`config.mk`:
```
export PLATFORM = sky130hd
export DESIGN_NAME = display_scan_ctrl
export DESIGN_NICKNAME = d
export VERILOG_FILES = /design/src/rtl/display_scan_ctrl.sv
export SDC_FILE = /design/constraint.sdc
export NUM_CORES = 1
export LEC_CHECK = 0
export ABC_CLOCK_PERIOD_IN_PS = 2900
export CORE_MARGIN = 4
export CORE_UTILIZATION = 25
export CTS_CLUSTER_DIAMETER = 200
export DETAILED_ROUTE_END_ITERATION = 10
export PLACE_DENSITY_LB_ADDON = 0.08
export SYNTH_ARGS = -nofsm -noshare
export SYNTH_HDL_FRONTEND = slang
export SYNTH_SLANG_ARGS = --single-unit
```
`constraint.sdc`:
```
create_clock -name clk -period 2.9 [get_ports clk]
set_input_delay 0.435 -clock clk [delete_from_list [all_inputs] [get_ports clk]]
set_output_delay 0.435 -clock clk [all_outputs]
set_load 0.01 [all_outputs]
```
`src/rtl/display_scan_ctrl.sv`:
```
// display_scan_ctrl: multiplexed 7-segment scan controller with double-buffered BCD load
module display_scan_ctrl #(
  parameter int N_DIGITS = 8,
  parameter int DRIVE_CYCLES = 100000,
  parameter int GAP_CYCLES = 1000
) (
  input  logic                  clk,
  input  logic                  rst_n,
  input  logic                  enable,
  input  logic                  blank_lz,
  input  logic                  load_valid,
  output logic                  load_ready,
  input  logic [4*N_DIGITS-1:0] load_data,
  input  logic [N_DIGITS-1:0]   load_dp,
  output logic [N_DIGITS-1:0]   an,
  output logic [6:0]            seg,
  output logic                  dp,
  output logic [2:0]            digit_idx
);
  localparam int CW = $clog2((DRIVE_CYCLES > GAP_CYCLES ? DRIVE_CYCLES : GAP_CYCLES) + 1);
  typedef enum logic [1:0] {OFF, DRIVE, GAP} state_t;
  state_t state, state_n;
  logic [CW-1:0] cnt, cnt_n;
  logic [2:0] idx, idx_n;
  logic [4*N_DIGITS-1:0] disp_data, pend_data;
  logic [N_DIGITS-1:0] disp_dp, pend_dp, an_n;
  logic pend, commit, accept, hi_zero, cur_dp;
  logic [3:0] cur;
  logic [6:0] dec;
  assign load_ready = !pend;
  assign digit_idx = idx;
  assign accept = load_valid && load_ready;
  assign commit = pend && (state == OFF || (state_n == DRIVE && state != DRIVE && idx_n == '0));
  always_comb begin
    state_n = state;
    cnt_n = '0;
    idx_n = idx;
    if (!enable) begin
      state_n = OFF;
      idx_n = '0;
    end else if (state == OFF) begin
      state_n = DRIVE;
      idx_n = '0;
    end else if (state == DRIVE) begin
      if (cnt == CW'(DRIVE_CYCLES - 1)) state_n = GAP;
      else cnt_n = cnt + CW'(1);
    end else if (cnt == CW'(GAP_CYCLES - 1)) begin
      state_n = DRIVE;
      idx_n = idx == 3'(N_DIGITS - 1) ? 3'd0 : idx + 3'd1;
    end else cnt_n = cnt + CW'(1);
  end
  always_comb begin
    cur = '0;
    cur_dp = 1'b0;
    hi_zero = 1'b1;
    an_n = '1;
    for (int i = 0; i < N_DIGITS; i++) begin
      if (idx == 3'(i)) begin
        cur = disp_data[4*i +: 4];
        cur_dp = disp_dp[i];
        an_n[i] = state != DRIVE;
      end
      if (3'(i) >= idx) hi_zero = hi_zero & (disp_data[4*i +: 4] == 4'd0);
    end
  end
  always_comb begin
    case (cur)
      4'd0: dec = 7'b0000001;
      4'd1: dec = 7'b1001111;
      4'd2: dec = 7'b0010010;
      4'd3: dec = 7'b0000110;
      4'd4: dec = 7'b1001100;
      4'd5: dec = 7'b0100100;
      4'd6: dec = 7'b0100000;
      4'd7: dec = 7'b0001111;
      4'd8: dec = 7'b0000000;
      4'd9: dec = 7'b0000100;
      default: dec = 7'b1111111;
    endcase
  end
  always_ff @(posedge clk) begin
    if (!rst_n) begin
      state <= OFF;
      cnt <= '0;
      idx <= '0;
      an <= '1;
      seg <= '1;
      dp <= 1'b1;
      disp_data <= '0;
      disp_dp <= '0;
      pend_data <= '0;
      pend_dp <= '0;
      pend <= 1'b0;
    end else begin
      state <= state_n;
      cnt <= cnt_n;
      idx <= idx_n;
      an <= an_n;
      seg <= state == DRIVE && !(blank_lz && idx != 3'd0 && hi_zero) ? dec : 7'b1111111;
      dp <= !(state == DRIVE && cur_dp);
      pend <= (pend && !commit) || accept;
      if (accept) begin
        pend_data <= load_data;
        pend_dp <= load_dp;
      end
      if (commit) begin
        disp_data <= pend_data;
        disp_dp <= pend_dp;
      end
    end
  end
endmodule

```
==> results of run 1 <==
-- flip-flops by register name, summed over array words and instances (netlist names) --
| name | flops |
|---|---|
| pend_dp | 8 |
| cnt | 17 |
| disp_data | 32 |
| disp_dp | 8 |
| pend_data | 32 |
| state | 2 |
| pend | 1 |
| seg | 7 |
| dp | 1 |
| digit_idx | 3 |
| an | 8 |
-- power by group through the flow --
stage / registers [mW] / logic (mW) / clock network [mW]
2_1_floorplan: 1.74 / 0.161 / 0
3_3_place_gp: 1.75 / 0.269 / 0
3_5_place_dp: 1.76 / 0.272 / 0
4_1_cts: 1.72 / 0.273 / 1.96
5_1_grt: 1.73 / 0.297 / 2.03
6_report: 1.72 / 0.266 / 1.89
-- worst register-to-register path, cell delays in order (launching register included) --
cell and delay, ns:
dfxtp_1 0.40, inv_1 0.12, ha_1 0.49, nand2_1 0.20, a2111oi_4 0.41, o2bb2ai_2 0.11
a22oi_2 0.34, mux2_2 0.39, a21oi_1 0.13
-- layout make-up --
| type | count | area [µm²] | area share, % |
|---|---|---|---|
| inverter | 14 | 52.6 | 0.768 |
| clock buffer | 28 | 517 | 7.55 |
| tap | 275 | 344 | 5.03 |
| sequential | 119 | 2380 | 34.8 |
| multi-input combinational | 418 | 2780 | 40.6 |
| timing repair buffer | 78 | 753 | 11.0 |
| clock inverter | 3 | 15.0 | 0.219 |
-- through the flow --
stage / worst slack (ns) / utilization (%) / total power [mW] / cell area [µm²] / hold WS (ns)
2_1_floorplan: 0.303 / - / 1.90 / 5380 / 0.417
4_1_cts: 0.106 / 32.4 / 3.95 / 6830 / 0.449
6_report: 0.254 / 32.4 / 3.87 / 6840 / 0.448
5_1_grt: 0.0368 / 32.4 / 4.05 / 6840 / 0.484
3_3_place_gp: 0.154 / 29.9 / 2.02 / 6300 / 0.434
3_5_place_dp: 0.118 / 29.9 / 2.03 / 6300 / 0.439
-- timing repair --
item	CTS	global route
hold buffers	0	0
setup endpoints to repair	0	6
gates resized for setup	0	2
-- Yosys cell counts (11+ instances only) --
| library cell | instances |
|---|---|
| nand2_1 | 106 |
| nor2_1 | 25 |
| dfxtp_1 | 119 |
| a21oi_1 | 13 |
| mux2i_1 | 45 |
| nand3_1 | 17 |
| a21boi_0 | 41 |
| xor2_1 | 11 |
| clkbuf_1 | 21 |
| ha_1 | 11 |
| nor2b_1 | 42 |
| inv_1 | 12 |
-- cell families after synthesis --
kind of cell	share of synthesized area (%)
AOI/OAI and AO/OA	13.7
xor gates and xnor gates	2.44
DFF	44.3
muxes	9.00
buffers and inverters	4.65
and+or+nand+nor	23.4
adders and majority gates	2.56
-- layer usage --
metal | vias up | part of all wire [%]
met1 | 1910 | 50
met5 | - | 0
met4 | 0 | 2.1
met2 | 67 | 44
met3 | 19 | 3.9
li1 | 2124 | -
-- worst min path at each step --
stage                                    start                          to
CTS                          cnt[0]$_SDFF_PP0_           cnt[0]$_SDFF_PP0_
floorplan                    cnt[0]$_SDFF_PP0_           cnt[0]$_SDFF_PP0_
global route        pend_data[10]$_SDFFE_PN0P_  pend_data[10]$_SDFFE_PN0P_
global placement             cnt[0]$_SDFF_PP0_           cnt[0]$_SDFF_PP0_
finish                       cnt[0]$_SDFF_PP0_           cnt[0]$_SDFF_PP0_
detailed placement           cnt[0]$_SDFF_PP0_           cnt[0]$_SDFF_PP0_
==> summary.md, run 1 <==
| Metric | Value |
|---|---|
| Worst Skew | ~0.0080 ns |
| Final #Nets | between 700 and 800 |
| DR DRC count | 0 |
| Setup bufs post-CTS | 0 |
| Max Cap Viol | 0 |
| Cell variety after synth | a little under 70 |
| WP buf/inv | 1 |
| Post-synthesis area per instance | approximately 9 µm² |
| Fmax | 378 MHz |
| CP startpoint kind | register |
| Share of Yosys cell area claimed by the top area cell type | between 40% and 50% |
| Clock Tree Buf Depth | 2 |
| N_diodes | 0 |
| Clk Latency, worst-skew pair | a little over 0.4 ns |
| Setup CP Type | register to register |
| Post-synth EDFFs | 0 |
| Die Y-Extent | 155 µm |
| Post-synthesis cell count | 586 |
| Initial DRC count | roughly 130 |
| Async S/R FF share, synth | 0% |
| Num CTS Buffers | 17 |
| Worst-path fanout max | 13 |
| Via/cell ratio | roughly 4.4 |
| Slowest stage cell on the critical path | ha_1 |
| Min cycle time layout | ~2.6 ns |
| Worst r2r path cells | 8 |
| Worst path depth | 8 |
| Core area | about 0.021 mm² |
| Post-DRT Antenna Nets | 0 |
| Commonest cells after routing, fill and taps aside | dfxtp_1, nand2_1, clkdlybuf4s50_1 |
| CP top delay family | compound AO/OA/AOI/OAI gates |
| CP Cell Sequence | inv_1, ha_1, nand2_1, a2111oi_4, o2bb2ai_2, a22oi_2, mux2_2, a21oi_1 |
| Reg clk slew, reported paths | ~0.060 ns |
| Drt first pass iters | 4 |
| Setup TNS | 0 ns |
| CTS tree | done |
| Number of global-route vias before repair | around 4200 |
| Hold Crit Class | register to register |
| Die Width | 155 µm |
| Unrepaired setup endpoints after global routing | no |
| First-pass GRT wire length | roughly 22000 µm |
| H-Tree Level Count | 4 |
| PortBufs | 64 |
| Syn Nets | around 640 |
| Reg2Reg Setup Slack | ~0.25 ns |
| Pwr Density | 566 mW/mm² |
| Final Max Slew Viols | 0 |
| Final HPWL DP | 9640 µm |
| Crit path to | seg[1]$_SDFF_PN1_ |
| Largest net degree at the start of global routing | 56 |
| Commonest non-fill, non-tap cell in the layout | dfxtp_1 |
| GRT Residual Overflow | 0 |
| Final GP Congestion | between 0.8 and 0.9 |
| Initial Util | approximately a quarter |
| GRT busiest layer | met2 |
| M1 GR Usage | between 10% and 20% |
| Post-synth top flop | dfxtp_1 |
| Critical Path RT | between 3 and 4 ns |
| Tcrit/Tclk final | between 90% and 100% |
| Psw | ~0.85 mW |
| Syn Std Cell Area | around 0.0054 mm² |
| Sequential-to-total area share from yosys stat | 44.3% |
| GR Util met3 | approximately 3.2% |
| Sink Count | ~120 |
| Fillers | approximately 2200 |
| Slew headroom | 57.3% |
| Cells after DPL | between 900 and 1000 |
| Post-Layout Cell Count | just over 900 |
| CTS root buf | clkbuf_16 |
| I/O pin count | 65 |
| Hold path depth | 1 |
| Max incr delay on CP | about 0.49 ns |
| Via Count | approximately 4000 |
| Reg-to-Reg Start | digit_idx[0]$_SDFF_PN0_ |
| Post-synthesis register bit count | about 120 |
| Outcome | completed |
| Critical Path End Type | register |
| Total Die Area | 0.0239 mm² |
| WL/cell | 14.5 µm |
| Final Hold Fails | 0 |
| Area Growth Syn to Fin | 27.1% |
| P_leak | between 2 and 3 nW |
| Peak VDD IR | between 0.3 and 0.4 mV |
| Syn. warnings | 0 |
| Clk pwr share | approximately half |
| Share of layout cells above drive strength 1 | around 9.8% |
| RR Endpoint | seg[1]$_SDFF_PN1_ |
| Switching Fraction | between 20 and 25% |
| Total wire length | 13500 µm |
| Row cnt | 53 |
| Comb pwr share | 6.9% |
| Global routing usage on met2 | around 17% |
| Critical path origin | digit_idx[0]$_SDFF_PN0_ |
| Share of power burned in registers | between 40 and 50% |
| Int Power | around 3.0 mW |
| Post-synth top area cell | dfxtp_1 |
| GRT Total Usage | between 10% and 20% |
| # setup viols final | 0 |
| Arrival @ worst endpoint | ~3 ns |
| Dominant cells by area after synthesis | dfxtp_1, mux2i_1, nand2_1, a21boi_0, nor2b_1 |
| Antenna violations before repair | 0 |
| Tightest Pin Transition | 0.631 ns |
No activity file was read; power rests on OpenSTA's default activity.
==> run 2, diff against run 1 <==
--- a/config.mk
+++ b/config.mk
@@ -5,12 +5,14 @@
 export SDC_FILE = /design/constraint.sdc
 export NUM_CORES = 1
 export LEC_CHECK = 0
+export ABC_AREA = 1
 export ABC_CLOCK_PERIOD_IN_PS = 2900
 export CORE_MARGIN = 4
 export CORE_UTILIZATION = 25
 export CTS_CLUSTER_DIAMETER = 200
 export DETAILED_ROUTE_END_ITERATION = 10
-export PLACE_DENSITY_LB_ADDON = 0.08
+export GPL_TIMING_DRIVEN = 1
+export PLACE_DENSITY_LB_ADDON = 0.1
 export SYNTH_ARGS = -nofsm -noshare
 export SYNTH_HDL_FRONTEND = slang
 export SYNTH_SLANG_ARGS = --single-unit
==> run 2 against run 1 <==
Compared with the run above: non-clock buffer count down 7; synthesized cell count grew 31%; critical path type unchanged; worst hold slack lost 0.066 ns; largest cell class unchanged; wire length increased by 3.6%; highest routed layer unchanged.
==> summary.md, run 2 <==
| Metric | Value |
|---|---|
| Outcome | completed |
| Dpl cell area | 0.00643 mm² (+2.1%) |
| Fillers | 2353 (+4.8%) |
| Die Y-Extent | 158 µm (+2.0%) |
| Max incr delay on CP | 0.38 ns (-0.11 ns) |
| GRT busiest layer | met2 |
| Final #Nets | 877 (+25%) |
| Syn Std Cell Area | 0.00561 mm² (+4.2%) |
| Final HPWL DP | 9930 µm (+3.0%) |
| CTS root buf | clkbuf_16 |
| Post-synth EDFFs | 0 (unchanged) |
| Num CTS Buffers | 17 (unchanged) |
| Post-synth top flop | dfxtp_1 |
| Share of layout cells above drive strength 1 | 9.11% (-0.74 points) |
| List of most frequent post-synthesis cells | nand2_1, dfxtp_1, a21oi_1, inv_1, nor2_1 |
| M1 GR Usage | 16.0% (+0.66 points) |
| Largest net degree at the start of global routing | 83 (+48%) |
| CP Cell Sequence | inv_1, ha_1, nand2_2, o21ai_0, inv_1, nand2_1, nand2_1, nand2_1, nand2_1, nand2_1, nand2_1, nand2_1, inv_1, ha_1, nand3b_1, nand3_1, nand3_1 |
| Clock Tree Buf Depth | 2 (unchanged) |
| Peak VDD IR | 0.289 mV (-20%) |
| Unrepaired setup endpoints after global routing | no |
| GRT Total Usage | 11.4% (-0.14 points) |
| Post-DRT Antenna Nets | 0 (unchanged) |
| Initial Util | 25.5% (about the same) |
| GR Util met3 | 3.01% (-0.24 points) |
| Reg clk slew, reported paths | 0.05 ns (about the same) |
| Final hold slack | 0.382 ns (-0.0661 ns) |
| Via Count | 4848 (+18%) |
| Multi-input gate area | 0.00264 mm² (-4.9%) |
| Arrival @ worst endpoint | 2.76 ns (-0.23 ns) |
| Total Die Area | 0.0249 mm² (+4.0%) |
| Min cycle time layout | 2.49 ns (-0.154 ns) |
| Die Width | 158 µm (+2.0%) |
| P_leak | 2.82 nW (+6.0%) |
| Dominant cells by area after synthesis | dfxtp_1, nand2_1, a21oi_1, inv_1, nor2_1 |
| Slew headroom | 37.3% (-20 points) |
| CP top delay family | simple AND/OR/NAND/NOR gates |
| Most frequent cell after synthesis | nand2_1 |
| Setup TNS | 0 ns (unchanged) |
| Global routing usage on met2 | 17.1% (-0.32 points) |
| PortBufs | 64 (unchanged) |
| H-Tree Level Count | 4 (unchanged) |
| Async S/R FF share, synth | 0% (unchanged) |
| GRT Residual Overflow | 0 (unchanged) |
| CTS tree | done |
| DR DRC count | 0 (unchanged) |
| Final Hold Fails | 0 (unchanged) |
| Pwr Density | 621 mW/mm² (+9.7%) |
| WL/cell | 12.6 µm (-13%) |
| Final GP Congestion | 0.844 (+5.1%) |
| Setup CP Type | register to register |
| Row cnt | 54 (+1.9%) |
| Share of Yosys cell area claimed by the top area cell type | 42.5% (-1.8 points) |
| Cell area after layout | 0.00702 mm² (+2.5%) |
| Setup bufs post-CTS | 0 (unchanged) |
| I/O pin count | 65 (unchanged) |
| Top flop regs | disp_data x32, pend_data x32, cnt x17 |
| Commonest cells after routing, fill and taps aside | nand2_1, dfxtp_1, inv_1, a21oi_1, nor2_1 |
| Critical Path Most Common Cell | nand2_1 |
| First-pass GRT wire length | 23100 µm (+5.3%) |
| Syn Nets | 825 (+29%) |
| Number of global-route vias before repair | 4697 (+12%) |
| Commonest non-fill, non-tap cell in the layout | nand2_1 |
| Tightest Pin Transition | 0.940 ns (+0.309 ns) |
| Antenna violations before repair | 0 (unchanged) |
| Max Cap Viol | 0 (unchanged) |
| Tcrit/Tclk final | 85.9% (-5.3 points) |
| Clk Latency, worst-skew pair | 0.42 ns (about the same) |
| Post-synthesis register bit count | 119 (unchanged) |
| Worst-path fanout max | 9 (-4) |
| Hold Crit Class | input port to register |
| Total Power | 4.36 mW (+12%) |
| Sink Count | 119 (unchanged) |
| Syn. warnings | 0 (unchanged) |
| Core area | 0.0220 mm² (+4.1%) |
| Drt first pass iters | 4 (unchanged) |
| CP startpoint kind | register |
| Post-Layout Cell Count | 1114 (+19%) |
| Post-synth top area cell | dfxtp_1 |
| WP buf/inv | 3 (+2) |
| Worst Skew | 0.0139 ns (+0.00585 ns) |
| Final Max Slew Viols | 0 (unchanged) |
| Slowest stage cell on the critical path | dfxtp_1 |
| Total wire length | 14000 µm (+3.6%) |
| Post-synthesis cell count | 769 (+31%) |
| Reg area | 0.00238 mm² (+0.11%) |
| Critical Path RT | 3.17 ns (-0.07 ns) |
| Via/cell ratio | 4.35 (-1.2%) |
| Initial DRC count | 218 (+72%) |
| # setup viols final | 0 (unchanged) |
| Critical Path End Type | register |
| Post-synthesis area per instance | 7.29 µm² (-21%) |
| N_diodes | 0 (unchanged) |
| Sequential-to-total area share from yosys stat | 42.5% (-1.8 points) |
| Fmax | 401 MHz (+6.2%) |
| Cell variety after synth | 37 (-46%) |
| Area Growth Syn to Fin | 25.1% |
| Cells after DPL | 1082 (+20%) |
[run 2: cell types whose count changed after synthesis, moves of 6 or more]
| cell | change |
|---|---|
| nor4_1 | -6 |
| nor2_1 | +68 |
| mux2i_1 | -45 |
| a21boi_0 | -39 |
| nand2_1 | +21 |
| o21ai_0 | +51 |
| nor2_2 | -6 |
| nand3_2 | +21 |
| nand3_1 | +44 |
| inv_1 | +83 |
| a21oi_1 | +82 |
| nor2b_1 | -42 |
[run 2: path summary, 6_finish.rpt]
| kind | endpoint | cells past startpoint | start | slack [ns] |
|---|---|---|---|---|
| worst max-delay path | seg[6]$_SDFF_PN1_ | 17 | digit_idx[0]$_SDFF_PN0_ | 0.41 |
| worst min-delay path | digit_idx[2]$_SDFF_PN0_ | 3 | rst_n | 0.38 |
| worst max register to register | seg[6]$_SDFF_PN1_ | 17 | digit_idx[0]$_SDFF_PN0_ | 0.41 |
| worst min register to register | pend_dp[2]$_SDFFE_PN0P_ | 2 | pend_dp[2]$_SDFFE_PN0P_ | 0.45 |
[run 2: layer usage]
layer	up-vias	wire, µm	part of all wire [%]
li1	2596	-	-
met1	2152	7220	52
met2	89	5980	43
met3	11	639	4.6
met4	0	170	1.2
met5	-	0	0
[run 2: cells by family (layout without fill, tap and decap cells)]
family	Yosys count	count (layout)	share of synthesized area, %
compound gates	161	161	14.8
xor+xnor	8	8	1.25
fa+ha+maj	11	11	2.45
buf+inv	136	201	10.5
flops	119	119	42.5
simple gates	334	334	28.5
[run 2: through the flow]
| step | worst slack [ns] | utilization, % |
|---|---|---|
| global placement | 0.363 | 29.3 |
| detailed placement | 0.286 | 29.3 |
| CTS | 0.264 | 31.9 |
| global route | 0.0749 | 31.9 |
| finish | 0.408 | 31.9 |
| floorplan | 0.371 | - |
[run 2: tightest hold or removal path, stage by stage]
cell    delay (ns)
buf_2         0.12
inv_1         0.10
nor2_1        0.11
[run 2: power by group]
group | internal (mW) | switching (mW) | total (mW)
sequential | 1.74 | 0.0453 | 1.78
combinational | 0.198 | 0.276 | 0.474
clock | 1.37 | 0.734 | 2.10
[run 2: area by class of cell]
class,count,area share (%)
Clock inverter,9,1.78
Inverter,98,5.24
Timing Repair Buffer,71,9.81
Tap cell,280,4.99
Clock buffer,23,6.53
Sequential cell,119,34.0
Multi-Input combinational cell,514,37.6
[run 2: what timing repair did]
action	4_1_cts	5_1_grt
resized for setup	0	2
endpoints found under the setup margin	0	3
hold buffers	0	0
==> run 3, diff against run 2 <==
--- a/config.mk
+++ b/config.mk
@@ -9,7 +9,6 @@
 export ABC_CLOCK_PERIOD_IN_PS = 2900
 export CORE_MARGIN = 4
 export CORE_UTILIZATION = 25
-export CTS_CLUSTER_DIAMETER = 200
 export DETAILED_ROUTE_END_ITERATION = 10
 export GPL_TIMING_DRIVEN = 1
 export PLACE_DENSITY_LB_ADDON = 0.1
==> results of run 3 <==
The final DEF is identical to that of run 2; final timing and power are the same.
